## config.mk

```make
export PLATFORM = sky130hd
export DESIGN_NAME = pipeline_result_accum
export DESIGN_NICKNAME = d
export VERILOG_FILES = /design/src/rtl/pipeline_result_accum.sv
export SDC_FILE = /design/constraint.sdc
export NUM_CORES = 1
export LEC_CHECK = 0
export ABC_AREA = 1
export CAP_MARGIN = 20
export CORE_MARGIN = 8
export CORE_UTILIZATION = 56
export DETAILED_ROUTE_END_ITERATION = 8
export PLACE_DENSITY = 0.81
export SETUP_SLACK_MARGIN = 0.02
export SLEW_MARGIN = 20
export SYNTH_ARGS = -nofsm -noshare
export SYNTH_HDL_FRONTEND = slang
export SYNTH_SLANG_ARGS = --single-unit
export TNS_END_PERCENT = 5
```

## constraint.sdc

```tcl
create_clock -name clk -period 2.5 [get_ports clk]
set_clock_uncertainty 0.15 [all_clocks]
set_input_delay 0.5 -clock clk [delete_from_list [all_inputs] [get_ports clk]]
set_output_delay 0.5 -clock clk [all_outputs]
set_load 0.005 [all_outputs]
```

## src/rtl/pipeline_result_accum.sv

```systemverilog
// Frame accumulator for the dot-product result stream.
// Sums FRAME_LEN beats with saturation and emits a registered total.
module pipeline_result_accum #(
  parameter int DATA_W    = 20,
  parameter int ACC_W     = 24,
  parameter int FRAME_LEN = 4
) (
  input  logic              clk,
  input  logic              rstn,
  input  logic              valid_i,
  input  logic [DATA_W-1:0] data_i,
  output logic              ready_o,
  input  logic              flush_i,
  output logic              valid_o,
  output logic [ACC_W-1:0]  sum_o,
  output logic              ovf_o,
  input  logic              ready_i
);

  localparam int CNT_W =
    (FRAME_LEN > 1) ? $clog2(FRAME_LEN) : 1;
  localparam logic [CNT_W-1:0] LAST =
    CNT_W'(FRAME_LEN - 1);

  logic [ACC_W-1:0] acc_q, acc_d;
  logic [CNT_W-1:0] cnt_q, cnt_d;
  logic             sticky_q, sticky_d;
  logic             valid_d;
  logic [ACC_W-1:0] sum_d;
  logic             ovf_d;

  logic             last_beat;
  logic             in_fire;
  logic             out_fire;
  logic [ACC_W:0]   sum_wide;
  logic             over;
  logic [ACC_W-1:0] sum_sat;

  assign last_beat = (cnt_q == LAST);
  assign ready_o   = !flush_i &
                     (!last_beat | !valid_o | ready_i);
  assign in_fire   = valid_i & ready_o;
  assign out_fire  = valid_o & ready_i;

  // Saturating add one bit wider than the accumulator
  always_comb begin
    sum_wide = {1'b0, acc_q} + (ACC_W+1)'(data_i);
    over     = sum_wide[ACC_W];
    sum_sat  = over ? {ACC_W{1'b1}}
                    : sum_wide[ACC_W-1:0];
  end

  // Frame progress: accumulate, close the frame, or flush
  always_comb begin
    acc_d    = acc_q;
    cnt_d    = cnt_q;
    sticky_d = sticky_q;
    if (flush_i) begin
      acc_d    = '0;
      cnt_d    = '0;
      sticky_d = 1'b0;
    end else if (in_fire) begin
      if (last_beat) begin
        acc_d    = '0;
        cnt_d    = '0;
        sticky_d = 1'b0;
      end else begin
        acc_d    = sum_sat;
        cnt_d    = cnt_q + CNT_W'(1);
        sticky_d = sticky_q | over;
      end
    end
  end

  // Output register: load on final beat, drop on drain
  always_comb begin
    valid_d = valid_o;
    sum_d   = sum_o;
    ovf_d   = ovf_o;
    if (in_fire && last_beat) begin
      valid_d = 1'b1;
      sum_d   = sum_sat;
      ovf_d   = sticky_q | over;
    end else if (out_fire) begin
      valid_d = 1'b0;
    end
  end

  // State registers
  always_ff @(posedge clk or negedge rstn) begin
    if (!rstn) begin
      acc_q    <= '0;
      cnt_q    <= '0;
      sticky_q <= 1'b0;
      valid_o  <= 1'b0;
      sum_o    <= '0;
      ovf_o    <= 1'b0;
    end else begin
      acc_q    <= acc_d;
      cnt_q    <= cnt_d;
      sticky_q <= sticky_d;
      valid_o  <= valid_d;
      sum_o    <= sum_d;
      ovf_o    <= ovf_d;
    end
  end

endmodule
```

==> impl_summary.md, run 1 <==
Clocking
The number of clock sinks is 53. The TritonCTS buffer count is 5. In this run, post-CTS hold repair placed 0 buffers.

The clock-pin slew on the worst setup and hold paths is about 0.09 ns. The clock tree synthesis step divided the H-tree into 2 levels. TritonCTS built the clock tree. Counting along the longest clock path gives a buffer depth of 2.

The cell at the root of the clock tree is sky130_fd_sc_hd__clkbuf_8. The insertion delay of the later-clocked pin in the worst-skew pair is roughly 0.30 ns.

Worst setup path
The source of the critical timing path is data_i[0]. The worst endpoint required time is ~2.5 ns. The count of cells along the worst register-to-register path is 12.

The highest fanout seen on the critical path is 5. The worst setup path endpoint is sum_o[17]. The worst register-to-register path ends at sum_o[17]. The worst setup path is captured at a flop. Across all register-to-register paths, the minimum setup slack is about 0.2 ns. The kind of critical path is in -> reg. The launching element type of the critical path is an input pin. The worst endpoint data arrival time is 2.53 ns. The reg-to-reg startpoint is acc_q[0].

STA
The max-slew headroom at the worst pin is a little under three fifths. The final critical path takes up 99.8% of the cycle. The number of failing hold endpoints at the final stage is 0. The accumulated negative setup slack is 0 ns. The minimum period implied by the final worst setup slack is 2.50 ns. Timing would allow up to 401 MHz. For the pin with the worst max-slew slack, the measured transition is 0.670 ns. Setup violations remaining at the end of the flow were counted as 0. The worst setup margin is 0.00491 ns.

The final max-slew violation count is 0. The tightest hold margin is ~0.14 ns. Setup repair after global routing could not meet its margin everywhere.

Route
Dividing the detail-routed wire length by the instance count gives 15.4 um. The via count normalized by instance count is 5.30. The via count is 4,175. The final wirelength is 12,200 um.

The number of DRC markers after the initial detailed-route iteration is between 300 and 400. For this run, design rule violations remaining after detail routing come to 0. The number of optimization iterations in the first detailed-route pass is 5.

The number of nets with antenna violations after detailed routing is 0.

Run status
The run finished with clean final reports.

Logic synthesis
After synthesis, the share of flip-flops with an asynchronous set or reset is 100%. The count of state elements after synthesis is 53. The area share of the leading cell type in the synthesized netlist is 34.4%. The number of synthesized flops with an enable pin is 0. Each instance of the synthesized netlist takes up on average 6.41 um2. In this run the cell area of the synthesized design comes to a little under 0.004 mm2. After Yosys synthesis, full adders, half adders and majority gates account for around 7.3% of the synthesized area. Sorting the synthesized cells by how often they occur yields sky130_fd_sc_hd__nand2_1 (284), sky130_fd_sc_hd__inv_1 (92), sky130_fd_sc_hd__dfrtp_1 (53). The post-synthesis net count is approximately 650. The synthesized design spends more area on one cell type than any other, namely sky130_fd_sc_hd__dfrtp_1. The number of warnings reported in the yosys synthesis log is 0. The number of instances in the synthesized netlist is approximately 600. After synthesis, the largest family of logic cells by area is simple AND/OR/NAND/NOR gates. In the post-synthesis netlist, the biggest area contributors are sky130_fd_sc_hd__dfrtp_1 (34%), sky130_fd_sc_hd__nand2_1 (28%), sky130_fd_sc_hd__inv_1 (9.0%), sky130_fd_sc_hd__ha_1 (6.8%), sky130_fd_sc_hd__nand3_1 (3.9%). Of the post-synthesis cell area, the part taken by muxes is 0%. Of the synthesized area, sequential elements account for between 30% and 40%. The synthesized netlist devotes approximately 1.8% of its cell area to XOR and XNOR gates. The simple-gate portion of the synthesized area is just over 40%. The complex-gate fraction of the synthesized area is 5.29%. The number of distinct standard cells referenced by the synthesized netlist is 32. By instance count, the leading cell after synthesis is sky130_fd_sc_hd__nand2_1.

The most used flip-flop cell after synthesis is sky130_fd_sc_hd__dfrtp_1.

GRT
For this run the aggregate overflow at the end of global routing stands at 0. The first-pass GRT wire length is slightly below 20,000 um. The via count of the first global-routing pass is 4,020.

The number of antenna violations at the first check in global routing came to 0. Across every metal layer, demand over resource in global routing totals about a quarter. Entering global routing, the biggest net connects 54 pins.

Final layout
The number of antenna diodes in the final layout is 0. The area growth from synthesis to layout is 32.6%. The final-layout fill cell count is 522.

The number of nets in the layout is 754. The number of cells in the finished layout apart from fillers is slightly below 800. Cells with a size suffix above 1 make up 17.3% of the layout.

Place
Prior to clock tree synthesis, the placed netlist has a worst setup slack of -0.473 ns. The instance count after placement with tap cells included is 776. Routability-driven placement finished with a final weighted congestion of just over 0.9. The number of input and output port buffers inserted is 51. The HPWL after detailed placement is 9290 um.

Floorplan
The placement row count is 30. The width of the chip is 99.0 um. The area of the die is 0.00980 mm2. The starting density of the core is between 50% and 60%. During I/O placement, the number of pins put on the boundary was 52. Measured along the y axis, the die boundary spans 99.0 um. The area of the core is 0.00672 mm2.

Pwr
The power per unit of standard cell area is a little over 800 mW/mm2. Summed over all cells, the static leakage comes to about 3 nW. The maximum VDD drop is between 0.0006 and 0.0007 V. The total design power is approximately 4.2 mW.

Hold path
The class of the tightest hold or removal check is in -> async.

Job
The count of maximum capacitance violations is 0.
==> metrics by stage <==
| step | util [%] | instance area (um2) |
|---|---|---|
| floorplan | - | 3860 |
| global placement | 71.5 | 4800 |
| detailed placement | 71.5 | 4800 |
| CTS | 73.7 | 4950 |
| global route | 76.1 | 5110 |
| finish | 76.1 | 5110 |
==> worst max-delay path: stages <==
cell and delay [ns]:
sky130_fd_sc_hd__clkdlybuf4s50_1 0.41, sky130_fd_sc_hd__ha_2 0.18, sky130_fd_sc_hd__fa_2 0.35, sky130_fd_sc_hd__nand2_2 0.11, sky130_fd_sc_hd__nand2_2 0.08, sky130_fd_sc_hd__nand3_2 0.09, sky130_fd_sc_hd__nand2_2 0.09, sky130_fd_sc_hd__nand2_4 0.12
sky130_fd_sc_hd__inv_4 0.06, sky130_fd_sc_hd__nor2_4 0.21, sky130_fd_sc_hd__nand3_2 0.14, sky130_fd_sc_hd__nand2_1 0.11, sky130_fd_sc_hd__nand2_1 0.08
==> flip-flops by register name, indices dropped and copies added (netlist names) <==
name      flops
acc_q        24
cnt_q         2
ovf_o         1
sticky_q      1
sum_o        24
valid_o       1
==> cell type report <==
| cell class | instances | area, um2 | area share, % |
|---|---|---|---|
| Inverter | 94 | 355 | 6.95 |
| Clock buffer | 7 | 86.3 | 1.69 |
| Tap cell | 80 | 100 | 1.96 |
| Multi-Input combinational cell | 448 | 2330 | 45.7 |
| Timing Repair Buffer | 105 | 911 | 17.8 |
| Sequential cell | 53 | 1330 | 25.9 |
==> layout by cell type (no fill, tap or decap), types with 6 or more instances in the layout <==
| master | instances |
|---|---|
| sky130_fd_sc_hd__nand2_1 | 271 |
| sky130_fd_sc_hd__inv_1 | 91 |
| sky130_fd_sc_hd__buf_4 | 54 |
| sky130_fd_sc_hd__dfrtp_1 | 53 |
| sky130_fd_sc_hd__clkdlybuf4s50_1 | 50 |
| sky130_fd_sc_hd__nor2_1 | 26 |
| sky130_fd_sc_hd__nand3_1 | 25 |
| sky130_fd_sc_hd__nand2_2 | 17 |
| sky130_fd_sc_hd__ha_1 | 13 |
| sky130_fd_sc_hd__nor2_2 | 11 |
| sky130_fd_sc_hd__o21ai_1 | 11 |
| sky130_fd_sc_hd__a21oi_1 | 10 |
| sky130_fd_sc_hd__o21ai_0 | 8 |
| sky130_fd_sc_hd__ha_4 | 7 |
| sky130_fd_sc_hd__nand3_2 | 6 |
| sky130_fd_sc_hd__xor2_1 | 6 |
| sky130_fd_sc_hd__clkbuf_8 | 6 |
==> report_power, final <==
group | internal (mW) | switching [mW] | leakage [nW]
Combinational | 1.11 | 1.28 | 2.20
Sequential | 1.11 | 0.201 | 0.704
Clock | 0.220 | 0.263 | 0.0443
Total | 2.44 | 1.74 | 2.95
==> cell families after synthesis <==
family / after synthesis
simple gates: 379
flops: 53
buf+inv: 103
xor+xnor: 8
compound gates: 37
fa+ha+maj: 22
==> per-layer routing <==
| layer | routed length, um | vias up | track usage [%] |
|---|---|---|---|
| met2 | 5620 | 187 | 41.4 |
| met5 | 0 | - | 0 |
| met4 | 323 | 0 | 6.49 |
| li1 | - | 2049 | - |
| met1 | 5330 | 1898 | 31.4 |
| met3 | 880 | 41 | 4.51 |
==> worst min path at each step <==
stage | start | to | slack, ns | depth (start not counted)
after floorplan | rstn | acc_q[0] | 0.05 | 0
final | rstn | sum_o[4] | 0.14 | 2
after global placement | sum_o[16] | sum_o[16] | 0.31 | 2
after detailed placement | sum_o[23] | sum_o[23] | 0.31 | 2
after global routing | rstn | sum_o[4] | 0.21 | 2
after CTS | rstn | sum_o[4] | 0.18 | 2
==> what timing repair did <==
action / CTS / global route
gates resized for setup: 12 / 32
endpoints found under the hold margin: 0 / 0
gates cloned: 2 / 0
pin swaps: 2 / 10
endpoints found under the setup margin: 40 / 48
buffers inserted: 1 / 1
(Power assumes the default switching activity.)
==> run 2: changes to the inputs <==
--- a/config.mk
+++ b/config.mk
@@ -6,7 +6,7 @@
 export NUM_CORES = 1
 export LEC_CHECK = 0
 export ABC_AREA = 1
-export CAP_MARGIN = 20
+export CAP_MARGIN = 0
 export CORE_MARGIN = 8
 export CORE_UTILIZATION = 56
 export DETAILED_ROUTE_END_ITERATION = 8
==> results of run 2 <==
The final DEF is identical to that of run 1; final timing and power are the same.
==> run 3: changes to the inputs <==
--- a/config.mk
+++ b/config.mk
@@ -10,6 +10,7 @@
 export CORE_MARGIN = 8
 export CORE_UTILIZATION = 56
 export DETAILED_ROUTE_END_ITERATION = 8
+export MAX_ROUTING_LAYER = met4
 export PLACE_DENSITY = 0.81
 export SETUP_SLACK_MARGIN = 0.02
 export SLEW_MARGIN = 20
==> impl_summary.md, run 3 (synthesis gave the netlist of run 1 again) <==
Run status
Status: finished clean (unchanged).

Clocking
The number of hold-repair buffers added at the cts stage is 0 (unchanged). The TritonCTS buffer count came to 5 (unchanged). The cell at the root of the clock tree is sky130_fd_sc_hd__clkbuf_8 (unchanged). The number of H-tree levels is 2 (unchanged). The clock-pin slew on the worst setup and hold paths is 0.09 ns (about the same). The insertion delay of the later-clocked pin in the worst-skew pair is 0.30 ns (about the same). The maximum count of clock buffers along a single path is 2 (unchanged). The number of clock sinks came to 53 (unchanged).

The TritonCTS clock tree is yes (unchanged).

Place
The placer congestion estimate is 0.905 (was 0.908). The number of input and output port buffers inserted was 51 (unchanged). The HPWL after detailed placement is 9050 um (was 9290 um). The post-place instance area is 0.00483 mm2 (was 0.00480 mm2).

Route
The via count came to 4,202 (was 4,175). The final wirelength was 12,300 um (was 12,200 um). The number of nets with antenna violations after detailed routing is 0 (unchanged). The routed wire length per instance is 15.4 um (about the same). The via count normalized by instance count is 5.29 (was 5.30).

The number of DRC markers after the initial detailed-route iteration is 311 (was 363). The count of unresolved DRC violations after routing came to 0 (unchanged). The number of optimization iterations in the first detailed-route pass came to 5 (unchanged).

Hold path
The class of the tightest hold or removal check is in -> async (unchanged).

GRT
The first-pass GRT wire length is 19,400 um (about the same). The via count of the first global-routing pass was 4,088 (was 4,020). The overall routing resource usage is 25.2% (was 24.6%). The number of antenna violations at the first check in global routing is 0 (unchanged). The final global-route overflow total is 0 (unchanged). The pin count of the biggest net entering global routing is 54 (unchanged).

STA
The tightest hold margin came to 0.157 ns (was 0.141 ns). The maximum achievable frequency is 408 MHz (was 401 MHz). The number of failing hold endpoints at the final stage is 0 (unchanged). The share of the cycle needed by the critical path after routing is 98.0% (was 99.8%). The final max-slew violation count is 0 (unchanged). The minimum period implied by the final worst setup slack is 2.45 ns (was 2.50 ns).

The number of setup violations in the final report is 0 (unchanged). The max-slew headroom at the worst pin is 54.9% (was 55.3%). The transition time at the pin with the least slew margin came to 0.676 ns (was 0.670 ns). Setup repair after global routing missed its margin: true (unchanged).

Floorplan
The area of the die was 0.00980 mm2 (unchanged). The width of the chip was 99.0 um (unchanged). The placement row count is 30 (unchanged). The boundary pin count came to 52 (unchanged).

The area of the core came to 0.00672 mm2 (unchanged). The die span in y is 99.0 um (unchanged). The starting density of the core is 57.4% (unchanged).

Job
The count of maximum capacitance violations is 0 (unchanged).

Worst setup path
The worst endpoint required time is 2.55 ns (was 2.54 ns). The category of the worst setup path capture point is a flop (unchanged). The worst endpoint data arrival time is 2.50 ns (was 2.53 ns).

The count of cells along the worst register-to-register path is 13 (was 12). The launching element type of the critical path was an input pin (unchanged). The kind of critical path is in -> reg (unchanged). The highest fanout seen on the critical path came to 5 (unchanged).

Final layout
The number of nets in the layout is 762 (was 754). Most used cells in the layout excluding fill and tap cells: sky130_fd_sc_hd__nand2_1 (270), sky130_fd_sc_hd__inv_1 (91), sky130_fd_sc_hd__buf_4 (61), sky130_fd_sc_hd__dfrtp_1 (53), sky130_fd_sc_hd__clkdlybuf4s50_1 (50) (was sky130_fd_sc_hd__nand2_1 (271), sky130_fd_sc_hd__inv_1 (91), sky130_fd_sc_hd__buf_4 (54), sky130_fd_sc_hd__dfrtp_1 (53), sky130_fd_sc_hd__clkdlybuf4s50_1 (50)). The post-layout instance area is 0.00519 mm2 (was 0.00511 mm2).

The count of inserted antenna diode cells came to 0 (unchanged). The area used by multi-input combinational logic is 0.00236 mm2 (was 0.00233 mm2). The final-layout fill cell count is 507 (was 522). Largest registers: acc_q: 24 flops, sum_o: 24 flops, cnt_q: 2 flops (unchanged). The fraction of layout cells with a size suffix above 1 is 18.3% (was 17.3%). The most common cell after layout, fill and taps aside is sky130_fd_sc_hd__nand2_1 (unchanged).

The area growth from synthesis to layout was 34.6% (was 32.6%). The storage element area is 0.00133 mm2 (unchanged).

Pwr
The maximum VDD drop came to 0.000692 V (was 0.000629 V). The static leakage is 3.02 nW (was 2.95 nW). The power per unit of standard cell area was 807 mW/mm2 (was 817 mW/mm2).
==> run 3: cell types whose count changed in the layout (fill, tap and decap cells not counted), sizes merged <==
| cell | before | now |
|---|---|---|
| buf | 55 | 62 |
| nand3 | 32 | 33 |
==> run 3: power by group <==
group / total [mW] / switching [mW] / internal, mW
Sequential: 1.31 / 0.201 / 1.11
Clock: 0.486 / 0.265 / 0.220
Combinational: 2.39 / 1.27 / 1.12
Total: 4.19 / 1.74 / 2.45
==> run 3: area by class of cell <==
class,count,area share [%]
multi-input combinational,449,45.4
tap,80,1.93
timing repair buffer,112,18.6
clock buffer,7,1.66
sequential,53,25.6
inverter,94,6.85
==> run 3: metrics by stage <==
step / instances / power, mW / setup TNS, ns / util (%) / setup WS [ns]
floorplan: 602 / 2.43 / 0 / - / 0.233
global placement: 779 / 3.43 / -13.03 / 71.8 / -0.338
detailed placement: 779 / 3.49 / -17.52 / 71.8 / -0.438
CTS: 793 / 4.01 / 0 / 74.5 / 0.0315
global route: 795 / 4.49 / -0.296 / 77.2 / -0.0446
finish: 795 / 4.19 / 0 / 77.2 / 0.0505
==> run 3: final timing paths <==
path | from | end | slack, ns
min in group clk | sum_o[18] | sum_o[18] | 0.34
max reg2reg | acc_q[15] | sum_o[21] | 0.23
min | rstn | sum_o[4] | 0.16
max | data_i[14] | sum_o[21] | 0.05
min reg2reg | sum_o[18] | sum_o[18] | 0.34
max in group asynchronous | rstn | sum_o[17] | 1.59
==> run 3: worst max-delay path: stages <==
cell and delay (ns):
sky130_fd_sc_hd__clkdlybuf4s50_1 0.43, sky130_fd_sc_hd__ha_1 0.31, sky130_fd_sc_hd__nand2_1 0.10, sky130_fd_sc_hd__inv_1 0.06, sky130_fd_sc_hd__nand2_1 0.10, sky130_fd_sc_hd__inv_1 0.09
sky130_fd_sc_hd__nand2_1 0.10, sky130_fd_sc_hd__nand2_2 0.08, sky130_fd_sc_hd__nand2_4 0.13, sky130_fd_sc_hd__nand2_4 0.08, sky130_fd_sc_hd__nor2_4 0.22, sky130_fd_sc_hd__nand3_2 0.14
sky130_fd_sc_hd__nand2_2 0.10, sky130_fd_sc_hd__nand2_1 0.05
==> run 3: repair_timing <==
item	in CTS	in global routing
setup endpoints to repair	37	48
resized for setup	10	37
setup buffers	4	2
pin swaps	4	10
cloned	3	0
==> run 3: routing by layer <==
layer / wire [um] / share of wire [%] / vias to the layer above / global-route usage [%]
li1: - / - / 2063 / -
met1: 5480 / 45 / 1950 / 32.8
met2: 5570 / 45 / 149 / 40.5
met3: 730 / 6.0 / 40 / 2.61
met4: 468 / 3.8 / 0 / 7.56
met5: 0 / 0 / - / -
==> edit 1 (settings of run 1) <==
`sum_o` no longer has a reset.
--- a/src/rtl/pipeline_result_accum.sv
+++ b/src/rtl/pipeline_result_accum.sv
@@ -95,3 +95,2 @@
       valid_o  <= 1'b0;
-      sum_o    <= '0;
       ovf_o    <= 1'b0;
@@ -102,3 +101,2 @@
       valid_o  <= valid_d;
-      sum_o    <= sum_d;
       ovf_o    <= ovf_d;
@@ -107,2 +105,6 @@
 
+  always_ff @(posedge clk) begin
+    sum_o <= sum_d;
+  end
+
 endmodule
Behaviour: not the same (a bounded check fails within 10 cycles, from zero or initial values and one cycle with rstn low; the reset may be asserted at any time).
==> edit 1 against run 1 <==
Wire length fell by 14%. Highest routed layer unchanged. Design area shrank 3.0%. Sequential cell count did not move. Power fell by 15%. Clock power up 21%. Synthesized area fell by 4.7%. Count of clock-buffer cells in the layout decreased by 1. Worst setup slack better by 0.10 ns.
==> edit 1: results (changes against run 1) <==
| Metric | Value |
|---|---|
| Leading post-synthesis cells by instance count | 224 x sky130_fd_sc_hd__nand2_1, 87 x sky130_fd_sc_hd__inv_1, 39 x sky130_fd_sc_hd__nor2_1, 33 x sky130_fd_sc_hd__nand3_1, 29 x sky130_fd_sc_hd__dfrtp_1 |
| Worst Path Max Fanout | 7 (+2) |
| Int Pwr | 2.174 mW (-11%) |
| Fraction of the yosys area taken by sequential cells | 0.3937 (+0.04980) |
| Crit. Startpoint | data_i[7] |
| Worst hold-check slack | 0.3444 ns (+0.2031 ns) |
| Largest delay share family, worst path | buffers and inverters |
| HPWL Detailed | 8202 µm (-12%) |
| Synth unique cells | 29 (-9.4%) |
| Worst Hold Class | reg -> reg |
| GRT Util Overall | 0.2189 (-0.02686) |
| Placed instance count | 710 (-8.5%) |
| Synthesized area per cell | 6.957 µm² (+8.6%) |
| Slew at the pin with the worst max-slew slack | 0.4819 ns (-0.1882 ns) |
| Clock-pin slew reported for the worst setup and hold paths after clock tree synthesis | 0.09 ns (about the same) |
| Dpl cell area | 0.004748 mm² (-1.1%) |
| Vias in the first global route | 3776 (-6.1%) |
| Largest vdd supply drop | 0.0004352 V (-31%) |
| FF-to-FF End | sum_o[20]$_DFFE_PP_ |
| Net count, final | 688 (-8.8%) |
| Reg2Reg Setup Slack | 0.23 ns (+0.03 ns) |
| Post-Route WL | 10500 µm (-14%) |
| Largest net degree at the start of global routing | 30 (-44%) |
| Post-synthesis async set-or-reset flop share | 0.5472 (-0.4528) |
| Result of the run | completed |
| Initial drt markers | 220 (-39%) |
| Mapped Nets | 575 (-11%) |
| Layout cells sized above 1 | 0.1604 (-0.01212) |
| EDFF count, synth | 24 (+24) |
| Layout Cells excl Fill | 719 (-8.6%) |
| Wire length of the first global-routing pass | 17190 µm (-12%) |
| Biggest area contributors in the synthesized netlist | sky130_fd_sc_hd__nand2_1 23%, sky130_fd_sc_hd__dfrtp_1 20%, sky130_fd_sc_hd__edfxtp_1 20% |
| Depth of the worst register-to-register path | 11 (-1) |
| Via count of the routed design | 3709 (-11%) |
| Pre-CTS worst setup slack | -0.3407 ns (+0.1322 ns) |
-- edit 1: cell types whose count changed in the layout (fill, tap and decap cells not counted), sizes merged, moves of 5 or more --
cell / delta
nand2: -62
buf: +5
edfxtp: +24
dfrtp: -24
o21ai: -17
nand3: +8
-- edit 1: metal layers --
metal | share of wire | track usage | wire length, µm | up-vias
met4 | 0.016 | 0.06509 | 170 | 0
met2 | 0.48 | 0.3802 | 5023 | 122
met5 | 0 | 0 | 0 | -
met1 | 0.44 | 0.2637 | 4591 | 1722
li1 | - | - | - | 1850
met3 | 0.068 | 0.04623 | 716 | 15
-- edit 1: power by group through the flow --
stage               registers [mW]  logic (mW)  clock network [mW]
detailed placement            1.18        1.69                   0
global route                  1.19        1.97               0.625
floorplan                     1.15        1.01                   0
finish                        1.17        1.78               0.584
CTS                           1.17        1.70               0.588
global placement              1.17        1.63                   0
-- edit 1: worst max path at each step --
stage	end	slack, ns	depth (start not counted)
6_report	sum_o[20]$_DFFE_PP_	0.11	13
2_1_floorplan	sum_o[18]$_DFFE_PP_	0.15	11
5_1_grt	acc_q[22]$_DFFE_PN0P_	0.02	15
3_3_place_gp	sum_o[4]$_DFFE_PP_	-0.31	11
4_1_cts	sum_o[4]$_DFFE_PP_	0.03	11
3_5_place_dp	sum_o[4]$_DFFE_PP_	-0.34	11
-- edit 1: cell families after synthesis --
logic type,share of synthesized area
xor+xnor,0.01907
compound gates,0.03134
flops,0.3937
buf+inv,0.1039
fa+ha+maj,0.07698
simple gates,0.3750
-- edit 1: area by class of cell --
class                   count  area (µm²)
clock buffers               6       72.57
clock inverters             2       35.03
fillers                   493        1388
inverters                  93       349.1
multi-input cells         376        1924
flip-flops and latches     53        1446
well taps                  77       96.34
repair buffers            112        1039
-- edit 1: what timing repair did --
action,in CTS,in global routing
endpoints found under the hold margin,0,0
endpoints found under the setup margin,18,45
gates resized for setup,1,16
cloned,0,1
pin swaps,1,4
buffers inserted,0,0
-- edit 1: worst reg2reg max path, stage by stage, from the launching register on --
cell and delay [ns]:
sky130_fd_sc_hd__dfrtp_1 0.40, sky130_fd_sc_hd__ha_2 0.21, sky130_fd_sc_hd__fa_2 0.40, sky130_fd_sc_hd__nand2_2 0.08, sky130_fd_sc_hd__nand2_2 0.07, sky130_fd_sc_hd__nand3_2 0.08, sky130_fd_sc_hd__nand2_2 0.07, sky130_fd_sc_hd__nand3_2 0.07
sky130_fd_sc_hd__inv_2 0.06, sky130_fd_sc_hd__nor2_8 0.18, sky130_fd_sc_hd__buf_12 0.15, sky130_fd_sc_hd__nand3_1 0.10
==> edit 2 (settings of run 1) <==
Without the edit above. Set the parameter `ACC_W` to 20 (it was 24).
--- a/src/rtl/pipeline_result_accum.sv
+++ b/src/rtl/pipeline_result_accum.sv
@@ -4,3 +4,3 @@
   parameter int DATA_W    = 20,
-  parameter int ACC_W     = 24,
+  parameter int ACC_W     = 20,
   parameter int FRAME_LEN = 4
Ports: changed (resized sum_o); port bits go from 52 to 48. No check against the original RTL was run, so the function may have changed too.
==> edit 2 against run 1 <==
The run now ends with negative setup slack left. Design area decreased by 9.2%. Power increased by 17%. Worst setup slack got worse by 0.0068 ns. Core utilization increased by 8.7 points. Synthesized cell count decreased by 21%. Synthesized area decreased by 18%. Via count decreased by 13%. Sequential power decreased by 7%. Sequential share of layout area decreased by 1.7 points. Wire length decreased by 8.8%. Sequential cell count decreased by 8.
==> edit 2: results (changes against run 1) <==
| Metric | Value |
|---|---|
| Mapped Nets | 522 (-20%) |
| Violated checks | negative setup slack |
| Biggest area contributors in the synthesized netlist | sky130_fd_sc_hd__dfrtp_1 36%, sky130_fd_sc_hd__nand2_1 28%, sky130_fd_sc_hd__ha_1 8.3% |
| Met2 track demand over resource | 0.4232 (+0.008975) |
| Fillers | 333 (-36%) |
| Leading post-synthesis cells by instance count | 237 x sky130_fd_sc_hd__nand2_1, 54 x sky130_fd_sc_hd__inv_1, 45 x sky130_fd_sc_hd__dfrtp_1, 29 x sky130_fd_sc_hd__nand3_1, 23 x sky130_fd_sc_hd__nor2_1 |
| Total setup violations reported at the end of the flow | 1 (+1) |
| Via count of the routed design | 3642 (-13%) |
| Initial drt markers | 264 (-27%) |
| Final critical-path setup slack | -0.001893 ns (-0.006808 ns) |
| Pre-CTS worst setup slack | -0.3758 ns (+0.09711 ns) |
| Post-Route WL | 11090 µm (-8.8%) |
| Met3 routing resource usage after global routing | 0.04033 (-0.004773) |
| Fraction of the yosys area taken by sequential cells | 0.3563 (+0.01236) |
| Routed wl met3 | 706 µm (-20%) |
| Registers with the highest flip-flop counts | acc_q: 20 flops, sum_o: 20 flops, cnt_q: 2 flops |
| Result of the run | complete, but fails checks |
| Global-route track usage on met1 | 0.2898 (-0.02394) |
| Static leakage power | 2.686 nW (-9.0%) |
| HPWL Detailed | 7714 µm (-17%) |
| Relative slew slack | 0.5949 (+0.04167) |
| GRT Util Overall | 0.2397 (-0.006087) |
| FF-to-FF End | sum_o[6]$_DFFE_PN0P_ |
| Met2 WL post-DR | 5490 µm (-2.3%) |
| Layout cells sized above 1 | 0.2248 (+0.05227) |
| Largest net degree at the start of global routing | 25 (-54%) |
==> edit 2: logic make-up after synthesis <==
family | Yosys count | synth area share
fa+ha+maj | 22 | 0.08947
compound gates | 27 | 0.04988
xor+xnor | 8 | 0.02217
buf+inv | 64 | 0.07997
flops | 45 | 0.3563
simple gates | 309 | 0.4022
==> edit 2: layout make-up <==
cell class                 instances  share of cell area
multi-input combinational        366              0.4319
sequential                        45              0.2427
timing repair buffer             120              0.2391
inverter                          57             0.04610
tap                               72             0.01941
clock buffer                       6             0.01779
clock inverter                     2            0.002966
==> edit 2: timing repair <==
action,4_1_cts,5_1_grt
cloned,0,2
hold endpoints to repair,0,0
pin swaps,2,12
gates resized for setup,6,42
setup endpoints to repair,21,40
setup buffers,0,2
==> edit 2: power by group through the flow <==
stage,Clock [mW],Sequential (mW),Combinational (mW)
floorplan,0,1.16,1.45
global placement,0,1.17,2.69
detailed placement,0,1.18,2.77
CTS,0.505,1.18,2.83
global route,0.523,1.24,3.46
finish,0.504,1.22,3.17
